[config.mk]
export PLATFORM = sky130hd
export DESIGN_NAME = multdiv_unit
export DESIGN_NICKNAME = d
export VERILOG_FILES = /design/src/rtl/multdiv_pkg.sv /design/src/rtl/multdiv_booth_r4_step.sv /design/src/rtl/multdiv_unit.sv
export SDC_FILE = /design/constraint.sdc
export NUM_CORES = 1
export LEC_CHECK = 0
export BUFFER_PORTS_ARGS = -buffer_cell sky130_fd_sc_hd__clkbuf_2
export CAP_MARGIN = 5
export CORE_MARGIN = 1
export CORE_UTILIZATION = 50
export CTS_CLUSTER_SIZE = 24
export DETAILED_ROUTE_END_ITERATION = 10
export PLACE_DENSITY = 0.68
export SLEW_MARGIN = 20
export SYNTH_ARGS = -nofsm -noshare
export SYNTH_HDL_FRONTEND = slang
export SYNTH_SLANG_ARGS = --single-unit
export TNS_END_PERCENT = 1
[constraint.sdc]
create_clock -name clock -period 7.7 [get_ports clock]
set_clock_uncertainty 0.1 [all_clocks]
set_input_delay 0.385 -clock clock [delete_from_list [all_inputs] [get_ports clock]]
set_output_delay 0.385 -clock clock [all_outputs]
set_load 0.02 [all_outputs]
[src/rtl/multdiv_pkg.sv]
// multdiv_pkg: shared states, iteration counts and radix-4 Booth digit decode for multdiv_unit.
package multdiv_pkg;
   typedef enum logic [1:0] {IDLE, MUL, DIV, DONE} md_state_t;
   typedef enum logic [2:0] {ZERO, PLUS1, PLUS2, MINUS1, MINUS2} booth_sel_t;
   localparam int MUL_ITERS = 16;
   localparam int DIV_ITERS = 32;
   // window is {b[i+1], b[i], b[i-1]} of the multiplier
   function automatic booth_sel_t booth_sel(input logic [2:0] w);
      return (w == 3'b001 || w == 3'b010) ? PLUS1 :
             (w == 3'b011)                ? PLUS2 :
             (w == 3'b100)                ? MINUS2 :
             (w == 3'b101 || w == 3'b110) ? MINUS1 : ZERO;
   endfunction
endpackage

[src/rtl/multdiv_booth_r4_step.sv]
// booth_r4_step: maps a Booth window and multiplicand to a sign-extended 34-bit addend.
module booth_r4_step
   import multdiv_pkg::*;
(
   input  logic [2:0]  win_i,
   input  logic [31:0] mcand_i,
   output logic [33:0] pp_o
);
   booth_sel_t  sel;
   logic [33:0] a1, a2;
   always_comb begin
      sel  = booth_sel(win_i);
      a1   = {{2{mcand_i[31]}}, mcand_i};
      a2   = {a1[32:0], 1'b0};
      pp_o = sel == PLUS1  ? a1 :
             sel == PLUS2  ? a2 :
             sel == MINUS1 ? -a1 :
             sel == MINUS2 ? -a2 : '0;
   end
endmodule

[src/rtl/multdiv_unit.sv]
// multdiv_unit: multi-cycle signed 32-bit multiply (radix-4 Booth) and divide (non-restoring).
module multdiv_unit
   import multdiv_pkg::*;
#(
   parameter int WIDTH = 32
) (
   input  logic             clock,
   input  logic             reset,
   input  logic [WIDTH-1:0] data_operandA,
   input  logic [WIDTH-1:0] data_operandB,
   input  logic             ctrl_MULT,
   input  logic             ctrl_DIV,
   output logic [WIDTH-1:0] data_result,
   output logic             data_exception,
   output logic             data_resultRDY
);
   md_state_t   state_q, state_d;
   logic [5:0]  cnt_q, cnt_d;
   logic [33:0] acc_q, acc_d;
   logic [32:0] rem_q, rem_d;
   logic [31:0] lo_q, lo_d, mcand_q, mcand_d, res_q, res_d;
   logic        prev_q, prev_d, neg_q, neg_d, ovf_q, ovf_d, exc_q, exc_d, rdy_q, rdy_d;
   logic [33:0] pp, acc_sum, acc_sh;
   logic [31:0] lo_sh, quo_n, abs_a, abs_b;
   logic [63:0] mprod;
   logic [32:0] rem_sh, rem_n;

   booth_r4_step u_booth (
      .win_i   ({lo_q[1:0], prev_q}),
      .mcand_i (mcand_q),
      .pp_o    (pp)
   );

   always_comb begin
      acc_sum = acc_q + pp;
      acc_sh  = {{2{acc_sum[33]}}, acc_sum[33:2]};
      lo_sh   = {acc_sum[1:0], lo_q[31:2]};
      mprod   = {acc_sh[31:0], lo_sh};
      // the remainder sign picks subtract or add back; quotient bit is the new sign inverted
      rem_sh  = {rem_q[31:0], lo_q[31]};
      rem_n   = rem_q[32] ? rem_sh + {1'b0, mcand_q} : rem_sh - {1'b0, mcand_q};
      quo_n   = {lo_q[30:0], ~rem_n[32]};
      abs_a   = data_operandA[31] ? -data_operandA : data_operandA;
      abs_b   = data_operandB[31] ? -data_operandB : data_operandB;
      state_d = state_q;
      cnt_d   = cnt_q;
      acc_d   = acc_q;
      rem_d   = rem_q;
      lo_d    = lo_q;
      mcand_d = mcand_q;
      prev_d  = prev_q;
      neg_d   = neg_q;
      ovf_d   = ovf_q;
      res_d   = res_q;
      exc_d   = exc_q;
      if (ctrl_MULT) begin
         state_d = MUL;
         cnt_d   = 6'(MUL_ITERS);
         acc_d   = '0;
         lo_d    = data_operandB;
         mcand_d = data_operandA;
         prev_d  = 1'b0;
      end else if (ctrl_DIV) begin
         if (data_operandB == '0) begin
            state_d = DONE;
            cnt_d   = '0;
            res_d   = '0;
            exc_d   = 1'b1;
         end else begin
            state_d = DIV;
            cnt_d   = 6'(DIV_ITERS);
            rem_d   = '0;
            lo_d    = abs_a;
            mcand_d = abs_b;
            neg_d   = data_operandA[31] ^ data_operandB[31];
            ovf_d   = data_operandA == 32'h8000_0000 && data_operandB == 32'hFFFF_FFFF;
         end
      end else begin
         unique case (state_q)
            MUL: begin
               acc_d  = acc_sh;
               lo_d   = lo_sh;
               prev_d = lo_q[1];
               cnt_d  = cnt_q - 6'd1;
               if (cnt_q == 6'd1) begin
                  state_d = DONE;
                  res_d   = mprod[31:0];
                  exc_d   = ~((&mprod[63:31]) | ~(|mprod[63:31]));
               end
            end
            DIV: begin
               rem_d = rem_n;
               lo_d  = quo_n;
               cnt_d = cnt_q - 6'd1;
               if (cnt_q == 6'd1) begin
                  state_d = DONE;
                  res_d   = neg_q ? -quo_n : quo_n;
                  exc_d   = ovf_q;
               end
            end
            DONE:    state_d = IDLE;
            default: state_d = IDLE;
         endcase
      end
      rdy_d = state_d == DONE;
   end

   always_ff @(posedge clock) begin
      if (reset) begin
         state_q <= IDLE;
         cnt_q   <= '0;
         acc_q   <= '0;
         rem_q   <= '0;
         lo_q    <= '0;
         mcand_q <= '0;
         prev_q  <= 1'b0;
         neg_q   <= 1'b0;
         ovf_q   <= 1'b0;
         res_q   <= '0;
         exc_q   <= 1'b0;
         rdy_q   <= 1'b0;
      end else begin
         state_q <= state_d;
         cnt_q   <= cnt_d;
         acc_q   <= acc_d;
         rem_q   <= rem_d;
         lo_q    <= lo_d;
         mcand_q <= mcand_d;
         prev_q  <= prev_d;
         neg_q   <= neg_d;
         ovf_q   <= ovf_d;
         res_q   <= res_d;
         exc_q   <= exc_d;
         rdy_q   <= rdy_d;
      end
   end

   assign data_result    = res_q;
   assign data_exception = exc_q;
   assign data_resultRDY = rdy_q;
endmodule

Word-level counts from Yosys, hierarchy flattened
Cells that the tools add are included.

operators by class
  reductions and logical operators = 20
  multiplexer cells = 41
  equal/unequal tests = 22
  add/subtract/negate cells = 9
  bitwise operators = 8

operator list
  cell                                                 count
  two-way mux 32 bit                                   13
  two-way mux 34 bit                                   4
  two-way mux 33 bit                                   4
  one-hot mux 32 bit (2 select lines)                  2
  negation 32 bit                                      3
  negation 34 bit                                      2
  equality test 32 bit, second input constant          2
  adder 34 bit                                         1
  adder 33 x 32 -> 33 bit                              1
  AND reduction 33 bit                                 1
  OR reduction 33 bit                                  1
  subtractor 33 x 32 -> 33 bit                         1
  zero test 32 bit                                     1
  two-way mux 6 bit                                    3
  equality test 3 x 2 -> 1 bit, second input constant  4
  equality test 3 bit, second input constant           4
  two-way mux 2 bit                                    5
  two-way mux 3 bit                                    3
  inequality test 3 bit, second input constant         3
  equality test 3 x 1 -> 1 bit, second input constant  2
  equality test 6 x 1 -> 1 bit, second input constant  1
  NOT 1 bit                                            6
  AND reduction 2 bit                                  3
  AND reduction 3 bit                                  2
  other kinds (17)                                     28

word-level totals
  output and inout bits = 34
  logic and storage cells = 113
  bits in registers = 174
  bits of input ports = 68

Depth between registers and ports, before layout
Gate-level depths: netlist (run 1).

  word-level depth = 19
  gate-level depth with buffers = 28
  depth with buffers taken out = 27

Modules after synthesis
From an unflattened synthesis (run 1), not the netlist that was laid out.

unflattened totals
  cells, all modules = 2191
  area total of the unflattened synthesis = 15842.7 µm²

by module, submodules not included
  module         area an instance (µm²)  instances  seq. area each (µm²)  cells each
  multdiv_unit   13900.8                 1          3483.3                1875
  booth_r4_step  1941.9                  1          0.0                   316

Least setup slack after synthesis (run 1)
Ideal clock, no wire load.

  kind = register to register
  start point = register mcand_q[3]
  end point = register exc_q, in the netlist data_exception
  path slack = 2.207 ns
  stages on the path, launching flop included = 24
  arrival time = 5.253 ns
  period minus slack after synthesis = 5.493 ns
  required time = 7.460 ns
  setup time = 0.140 ns
  path buffers = 2
  path through = dfxtp_1 -> buf_4 -> nor4_4 -> nand4b_1 -> nor4_1 -> nand2_1 -> or2_2 -> nor2_1 -> xor2_1 -> maj3_1 -> a21oi_1 -> ha_1 -> clkbuf_1 -> and2_1 -> and3_1 -> a221oi_2 -> o21ai_0 -> nor4_1 -> a311oi_1 -> or3_1 -> nor4b_1 -> nand4_1 -> o311ai_1 -> a31oi_1

between the ends
  word-level cells in the longest chain between the ends = 13
  elaborated cells on any way between the ends = 15
  those cells by class = add/sub: 3; mux: 7; bitwise: 3; reduce/logical: 2

RTL lines
  what                                    RTL line                     RTL
  from (decl)                             multdiv_unit.sv:21           logic [31:0] lo_q, lo_d, mcand_q, mcand_d, res_q, res_d;
  from (signal assigned)                  multdiv_unit.sv:128          mcand_q <= mcand_d;
  negation 34 bit                         multdiv_booth_r4_step.sv:18  sel == MINUS2 ? -a2 : '0;
  two-way mux 34 bit                      multdiv_booth_r4_step.sv:18
  two-way mux 34 bit                      multdiv_booth_r4_step.sv:17  sel == MINUS1 ? -a1 :
  two-way mux 34 bit                      multdiv_booth_r4_step.sv:16  sel == PLUS2 ? a2 :
  two-way mux 34 bit (*)                  multdiv_booth_r4_step.sv:15  pp_o = sel == PLUS1 ? a1 :
  adder 34 bit (*)                        multdiv_unit.sv:35           acc_sum = acc_q + pp;
  OR reduction 33 bit                     multdiv_unit.sv:88           exc_d = ~((&mprod[63:31]) | ~(|mprod[63:31]));
  NOT 1 bit                               multdiv_unit.sv:88
  OR 1 bit (*)                            multdiv_unit.sv:88
  NOT 1 bit (*)                           multdiv_unit.sv:88
  two-way mux 1 bit (*)                   multdiv_unit.sv:85           if (cnt_q == 6'd1) begin
  one-hot mux 1 bit (2 select lines) (*)  multdiv_unit.sv:79           unique case (state_q)
  two-way mux 1 bit (*)                   multdiv_unit.sv:63           end else if (ctrl_DIV) begin
  to (signal assigned)                    multdiv_unit.sv:120          exc_q <= 1'b0;
  to (signal assigned)                    multdiv_unit.sv:133          exc_q <= exc_d;
  to (decl)                               multdiv_unit.sv:22           logic prev_q, prev_d, neg_q, neg_d, ovf_q, ovf_d, exc_q, exc_d, rdy_q, rdy_d;

Every way passes the cells marked *; elsewhere a longest branch is shown, timed or not. The select of a mux whose other input is x is not followed.
A chain may end at the register's enable or synchronous reset.

Worst setup path in the final report (run 1)
  start point = register mcand_q[2]
  end point = register res_q[18], in the netlist data_result[18]

between the ends
  word-level cells in the longest chain between the ends = 8
  elaborated cells on any way between the ends = 9
  those cells by class = add/sub: 3; mux: 5; bitwise: 1

RTL lines
  what                                                                     RTL line             RTL
  subtractor 33 x 32 -> 33 bit or adder 33 x 32 -> 33 bit (tied branches)  multdiv_unit.sv:41   rem_n = rem_q[32] ? rem_sh + {1'b0, mcand_q} : rem_sh - {1'b0, mcand_q};
  two-way mux 33 bit (*)                                                   multdiv_unit.sv:41
  NOT 1 bit (*)                                                            multdiv_unit.sv:42   quo_n = {lo_q[30:0], ~rem_n[32]};
  negation 32 bit (*)                                                      multdiv_unit.sv:97   res_d = neg_q ? -quo_n : quo_n;
  two-way mux 32 bit (*)                                                   multdiv_unit.sv:97
  two-way mux 32 bit (*)                                                   multdiv_unit.sv:95   if (cnt_q == 6'd1) begin
  one-hot mux 32 bit (2 select lines) (*)                                  multdiv_unit.sv:79
  two-way mux 32 bit (*)                                                   multdiv_unit.sv:63
  to (signal assigned)                                                     multdiv_unit.sv:132  res_q <= res_d;
  to (decl)                                                                multdiv_unit.sv:21

Marked as above.

==> flow_summary.toml, run 1 <==
[power]
vdd_drop_max_uv = 170.4
sw_frac_of_total = 0.4005
p_leak_nw = 6.742
p_int_w = 0.001709
p_clk_frac = 0.318
combPwrFrac = 0.324
p_switching_w = 0.001142
seqPwrFrac = 0.359
p_per_area_nw_per_um2 = 166.3

[detailed_routing]
top_layer = "met4"
met3WireLength_um = 5001
ant_nets = 0
wirelength_um = 55750
vias = 17205
drt-initial-drc-count = 1900
drc_errors = 0
wl_per_cell_um = 21.34
met1_length_um = 23070
vias_per_cell = 6.584
firstDrtPassIters = 7
wl_met2_um = 25330

[hold_path]
hold_path.class = "primary input to flop"
hold_depth = 3

[timing]
hold_violations = 0
fin_crit_sh = 0.8644
setup_violations = 0
tns_ns = 0
rsz0062_at_grt = "no"
timing.fmax_ghz = 0.1502
slew_viol_final = 0
tightest_slew_ns = 1.152
slew_headroom = 0.2294
period_needed_ns = 6.656
hold_ws_ns = 0.1235

[floorplan]
io_pins = 102
dieArea_um2 = 32770
core-area_um2 = 31560
rows = 65
fp.dieW_um = 181.0
dieHeight_um = 181.0
initial_core_util = 0.5078

[job]
drv_cap = 0

[placement]
dp_cells = 2581
gp_congestion = 0.9550
dpl-instance-area_um2 = 16540
portBuffers = 101
dp_hpwl_um = 40430

[cts]
clock_latency_ns = 0.46
clock-sinks = 174
root_buffer = "clkbuf_16"
cts.clk_slew.worst_paths_ns = 0.08
numCtsBuffers = 17
htreeDepth = 4
hold_buffers = 0
cts_tree = "built"
postCtsSetupRepairBufs = 0
cts.repair.resized = 0
clk_path_buf_depth = 2

[yosys]
seq_area_frac_synth = 0.2174
async_flop_share = 0
synth_common_cells = "nor2_1, a21oi_1, nand2_1"
synth.area.top_cells = "dfxtp_1, a21oi_1, xor2_1"
synth_enable_flop_cells = 0
synth_largest_area_cell = "dfxtp_1"
synth.avg_cell_area_um2 = 7.153
synthesis.nets = 2384
synth_top_area_share = 0.2174
netlist_area_um2 = 16020
yosysMostFrequentCell = "nor2_1"
synth_cells = 2240
synth-main-ff-cell = "dfxtp_1"
synth_cell_types = 91
ys_ff_latch = 174
yosysWarnings = 0

[worst_setup_path]
cp.arrival_ns = 6.95
reg2regPathDepth = 24
cp.required_ns = 7.99
end_kind = "flop"
crit_path_max_fanout = 8
crit_type = "flop to flop"
start_kind = "flop"

[finish]
multi_input_area_um2 = 11730
antenna_cells = 0
fin_cells = 2613
fillCellCount = 3069
stdcell_area_um2 = 17140
syn2layout_area_growth_pct = 6.981
nNetsFinal = 2342
drive_gt1_frac = 0.09408
regArea_um2 = 3487

[status]
outcome = "finished, final reports clean"

[global_routing]
grt_util_all_layers = 0.3335
grt_overflow_total = 0
antenna_found_initial = 0
grt_pass1_wl_um = 86860
first_global_vias = 15594
grt_max_degree = 97
through the flow:
step,total power [W],worst slack (ns),utilization
finish,0.002850,1.044,0.5432
global route,0.002980,0.5174,0.5432
CTS,0.002841,1.198,0.5430
detailed placement,0.001937,1.289,0.5240
global placement,0.001928,1.369,0.5240
floorplan,0.001675,2.207,-
critical path, cell delays in order (launching register included):
cell and delay, ns:
dfxtp_1 0.42, nor4_4 0.45, nand4b_1 0.25, nor4_1 0.65, nand2_1 0.23, or2_2 0.34
nor2_1 0.16, nor2_1 0.07, xor2_1 0.15, ha_1 0.39, and3_1 0.20, nor2b_1 0.20
nand2_1 0.07, o21ai_1 0.38, a41oi_2 0.19, xnor2_1 0.40, inv_1 0.27, ha_1 0.29
nand3_1 0.28, nor2_1 0.13, a21oi_1 0.25, xnor2_1 0.10, a2111oi_0 0.45, a21oi_1 0.07
nor2_1 0.10
power groups by stage:
| stage | Combinational [W] | Sequential, W | Clock (W) |
|---|---|---|---|
| after floorplan | 0.000699 | 0.000977 | 0 |
| after global placement | 0.000890 | 0.00104 | 0 |
| after detailed placement | 0.000898 | 0.00104 | 0 |
| after CTS | 0.000905 | 0.00102 | 0.000918 |
| after global routing | 0.00101 | 0.00103 | 0.000948 |
| final | 0.000922 | 0.00102 | 0.000905 |
layer usage:
metal | vias up | GRT usage
li1 | 8113 | -
met1 | 8101 | 0.4370
met2 | 871 | 0.5371
met3 | 120 | 0.05342
met4 | 0 | 0.1522
met5 | - | 0
state kept, by name (all words and copies together), names as in the netlist:
signal / count
state_q: 2
cnt_q: 6
mcand_q: 32
rem_q: 33
lo_q: 32
data_result: 32
neg_q: 1
data_exception: 1
data_resultRDY: 1
ovf_q: 1
acc_q: 32
prev_q: 1
layout make-up:
class,instances,share of cell area
multi-input combinational,1846,0.6841
sequential,174,0.2034
timing repair buffer,127,0.04117
tap,402,0.02934
clock buffer,17,0.02482
clock inverter,15,0.01015
inverter,32,0.007007
path summary, 6_finish.rpt:
check / from / to / slack (ns)
worst max register to register: mcand_q[2] / data_result[18] / 1.04
worst min-delay path: data_operandA[23] / mcand_q[23] / 0.12
worst max-delay path: mcand_q[2] / data_result[18] / 1.04
worst min register to register: acc_q[14] / acc_q[14] / 0.36
layout by cell type (no fill, tap or decap), drive strengths merged, types with 35 or more instances in the layout:
cell,synthesis,routed
a211oi,104,104
a22oi,35,35
dfxtp,174,174
nor3,54,54
nor2,277,277
nor2b,45,45
o22ai,47,47
xnor2,65,65
o21ai,122,122
inv,29,36
ha,74,74
clkbuf,163,115
nand2,209,209
a21oi,228,228
xor2,130,130
a21o,46,46
logic make-up after synthesis:
family,Yosys count,share of synthesized area
buffers and inverters,220,0.05294
adders and majority gates,81,0.06341
xor gates and xnor gates,195,0.1071
and+or+nand+nor,791,0.2385
muxes,20,0.01265
DFF,174,0.2174
AOI/OAI and AO/OA,759,0.3081
Note: power is estimated with default switching activity, not from simulation.
==> run 2: changes to the inputs <==
CORE_MARGIN = 2   (was 1)
SYNTH_HIERARCHICAL = 1   (was default)
==> run 2 against run 1 <==
Count of clock-buffer cells in the layout up 4; worst hold slack worse by 0.0012 ns; sequential power about the same; area after synthesis down 1.1%; first-iteration DRC count down 25%; cell count down 0.11%; register-to-register slack worse by 0.095 ns; non-clock buffer count down 2; critical endpoint is now data_result[24]; largest cell class unchanged; largest power group unchanged; highest routed layer unchanged.
==> flow_summary.toml, run 2 <==
[status]
outcome = "finished, final reports clean"

[yosys]
netlist_area_um2 = 15840
synth_enable_flop_cells = 0
synth.area.top_cells = "dfxtp_1, a21oi_1, nor2_1"
ys_ff_latch = 174
synth_top_area_share = 0.2199
synthesis.nets = 2340
async_flop_share = 0
synth_largest_area_cell = "dfxtp_1"
synth_cell_types = 105
synth.avg_cell_area_um2 = 7.231
synth_common_cells = "nor2_1, a21oi_1, dfxtp_1"
yosysMostFrequentCell = "nor2_1"
synth-main-ff-cell = "dfxtp_1"
synth_cells = 2191
seq_area_frac_synth = 0.2199
yosysWarnings = 6

[power]
p_leak_nw = 6.581
power_w = 0.002765
p_per_area_nw_per_um2 = 161.6
vdd_drop_max_uv = 175.6

[finish]
drive_gt1_frac = 0.09923
layout_common_cells = "nor2_1, a21oi_1, dfxtp_1"
regMostFlops = "rem_q"
nNetsFinal = 2343
postLayoutCoreUtil = 0.5451
syn2layout_area_growth_pct = 8.008
mostFrequentLayoutCell = "nor2_1"
largest_reg_flops = 33

[worst_setup_path]
cp_slowest_cell = "nor4_1"
cp_top_family = "simple AND/OR/NAND/NOR gates"
end_kind = "flop"
reg2regPathDepth = 27
cp-startpoint = "mcand_q[3]"
path_buf_inv = 1
cp.required_ns = 7.92
crit_type = "flop to flop"
cpPeakStageDelay_ns = 0.70
cp.arrival_ns = 6.97
crit_cells = 27
crit_path_max_fanout = 14
start_kind = "flop"
r2r_setup_slack_ns = 0.95
worstReg2RegEnd = "data_result[24]"
r2r_start = "mcand_q[3]"

[global_routing]
grt_overflow_total = 0
grt_max_degree = 116
first_global_vias = 15480
antenna_found_initial = 0
grt_pass1_wl_um = 84460
grt_util_all_layers = 0.3198

[timing]
slew_headroom = 0.2639
tns_ns = 0
hold_ws_ns = 0.1223
rsz0062_at_grt = "no"
fin_crit_sh = 0.8768
tightest_slew_ns = 1.103
timing.fmax_ghz = 0.1481
slew_viol_final = 0
period_needed_ns = 6.751
hold_violations = 0
setup_violations = 0

[placement]
dp_hpwl_um = 39770
portBuffers = 101
gp_congestion = 0.9499

[job]
drv_cap = 0

[cts]
hold_buffers = 0
cts.repair.resized = 0
clk_path_buf_depth = 2
numCtsBuffers = 17
htreeDepth = 4
cts.clk_slew.worst_paths_ns = 0.08
clock_latency_ns = 0.46
clock-sinks = 174
root_buffer = "clkbuf_16"
cts_tree = "built"
postCtsSetupRepairBufs = 0

[floorplan]
fp.dieW_um = 182.0
core-area_um2 = 31390
dieHeight_um = 182.0
io_pins = 102
initial_core_util = 0.5047
dieArea_um2 = 33130
rows = 65

[hold_path]
hold_depth = 3
hold_end = "mcand_q[11]"
hold_start = "data_operandA[11]"
hold_path.class = "primary input to flop"

[detailed_routing]
vias = 16690
drt-initial-drc-count = 1423
wl_per_cell_um = 20.65
firstDrtPassIters = 7
wirelength_um = 53910
ant_nets = 0
drc_errors = 0
vias_per_cell = 6.395
[run 2: worst max-delay path by stage]
stage	endpoint	slack (ns)
4_1_cts	data_result[24]	1.00
3_3_place_gp	data_result[24]	1.26
3_5_place_dp	data_result[24]	1.07
5_1_grt	data_result[30]	0.24
6_report	data_result[24]	0.95
2_1_floorplan	data_result[26]	2.17
[run 2: area by class of cell]
class                           instances  area [um2]
Clock inverter                         11       145.1
Inverter                               53       198.9
Antenna cell                            1       2.502
Multi-Input combinational cell       1823       11610
Fill cell                            3082       14280
Tap cell                              402       503.0
Clock buffer                           21       470.5
Timing Repair Buffer                  125       694.4
Sequential cell                       174        3483
[run 2: where the power goes]
group / leakage, nW / total [W] / internal, W / switching (W)
Combinational: 4.86 / 0.000803 / 0.000298 / 0.000504
Sequential: 1.42 / 0.00103 / 0.000935 / 0.0000926
Clock: 0.304 / 0.000935 / 0.000515 / 0.000420
[run 2: cells by family (layout without fill, tap and decap cells)]
kind of cell | Yosys count | count (layout) | share of synthesized area
AO/OA/AOI/OAI | 694 | 694 | 0.2879
XOR/XNOR | 193 | 193 | 0.1067
adder cells (fa/ha/maj) | 81 | 81 | 0.06492
buffers and inverters | 194 | 210 | 0.04928
flip-flops | 174 | 174 | 0.2199
multiplexers | 14 | 14 | 0.009082
other | 0 | 1 | 0
AND/OR/NAND/NOR | 841 | 841 | 0.2623
[run 2: metal layers]
| layer | vias up | wire, um | track usage |
|---|---|---|---|
| li1 | 8068 | - | - |
| met1 | 7882 | 22240 | 0.3929 |
| met2 | 625 | 25210 | 0.5369 |
| met3 | 115 | 3582 | 0.05054 |
| met4 | 0 | 2877 | 0.1729 |
| met5 | - | 0 | 0 |
[run 2: metrics by stage]
step | cell area, um2 | cells | worst slack (ns)
6_report | 17110 | 2610 | 0.9490
5_1_grt | 17110 | 2609 | 0.2378
4_1_cts | 17110 | 2609 | 1.005
3_5_place_dp | 16490 | 2577 | 1.067
3_3_place_gp | 16490 | 2577 | 1.259
2_1_floorplan | 15840 | 2191 | 2.169
[run 2: worst reg2reg max path, cell delays in order, from the launching register on]
cell      delay (ns)
dfxtp_1         0.46
nor2_1          0.30
nand2_1         0.15
nor4_1          0.71
inv_1           0.12
or3_1           0.45
or2_2           0.32
nor4_1          0.19
nor2_1          0.08
xor2_1          0.16
ha_1            0.39
a21oi_1         0.16
o21bai_1        0.08
a21oi_1         0.15
o21ai_0         0.09
a21oi_1         0.39
and3_1          0.23
or2_1           0.25
ha_1            0.33
nand4_1         0.21
nor2_1          0.16
nand2_1         0.07
or3_1           0.35
o21ai_0         0.22
xor2_1          0.18
a211oi_1        0.09
a21oi_1         0.18
nor2_1          0.05
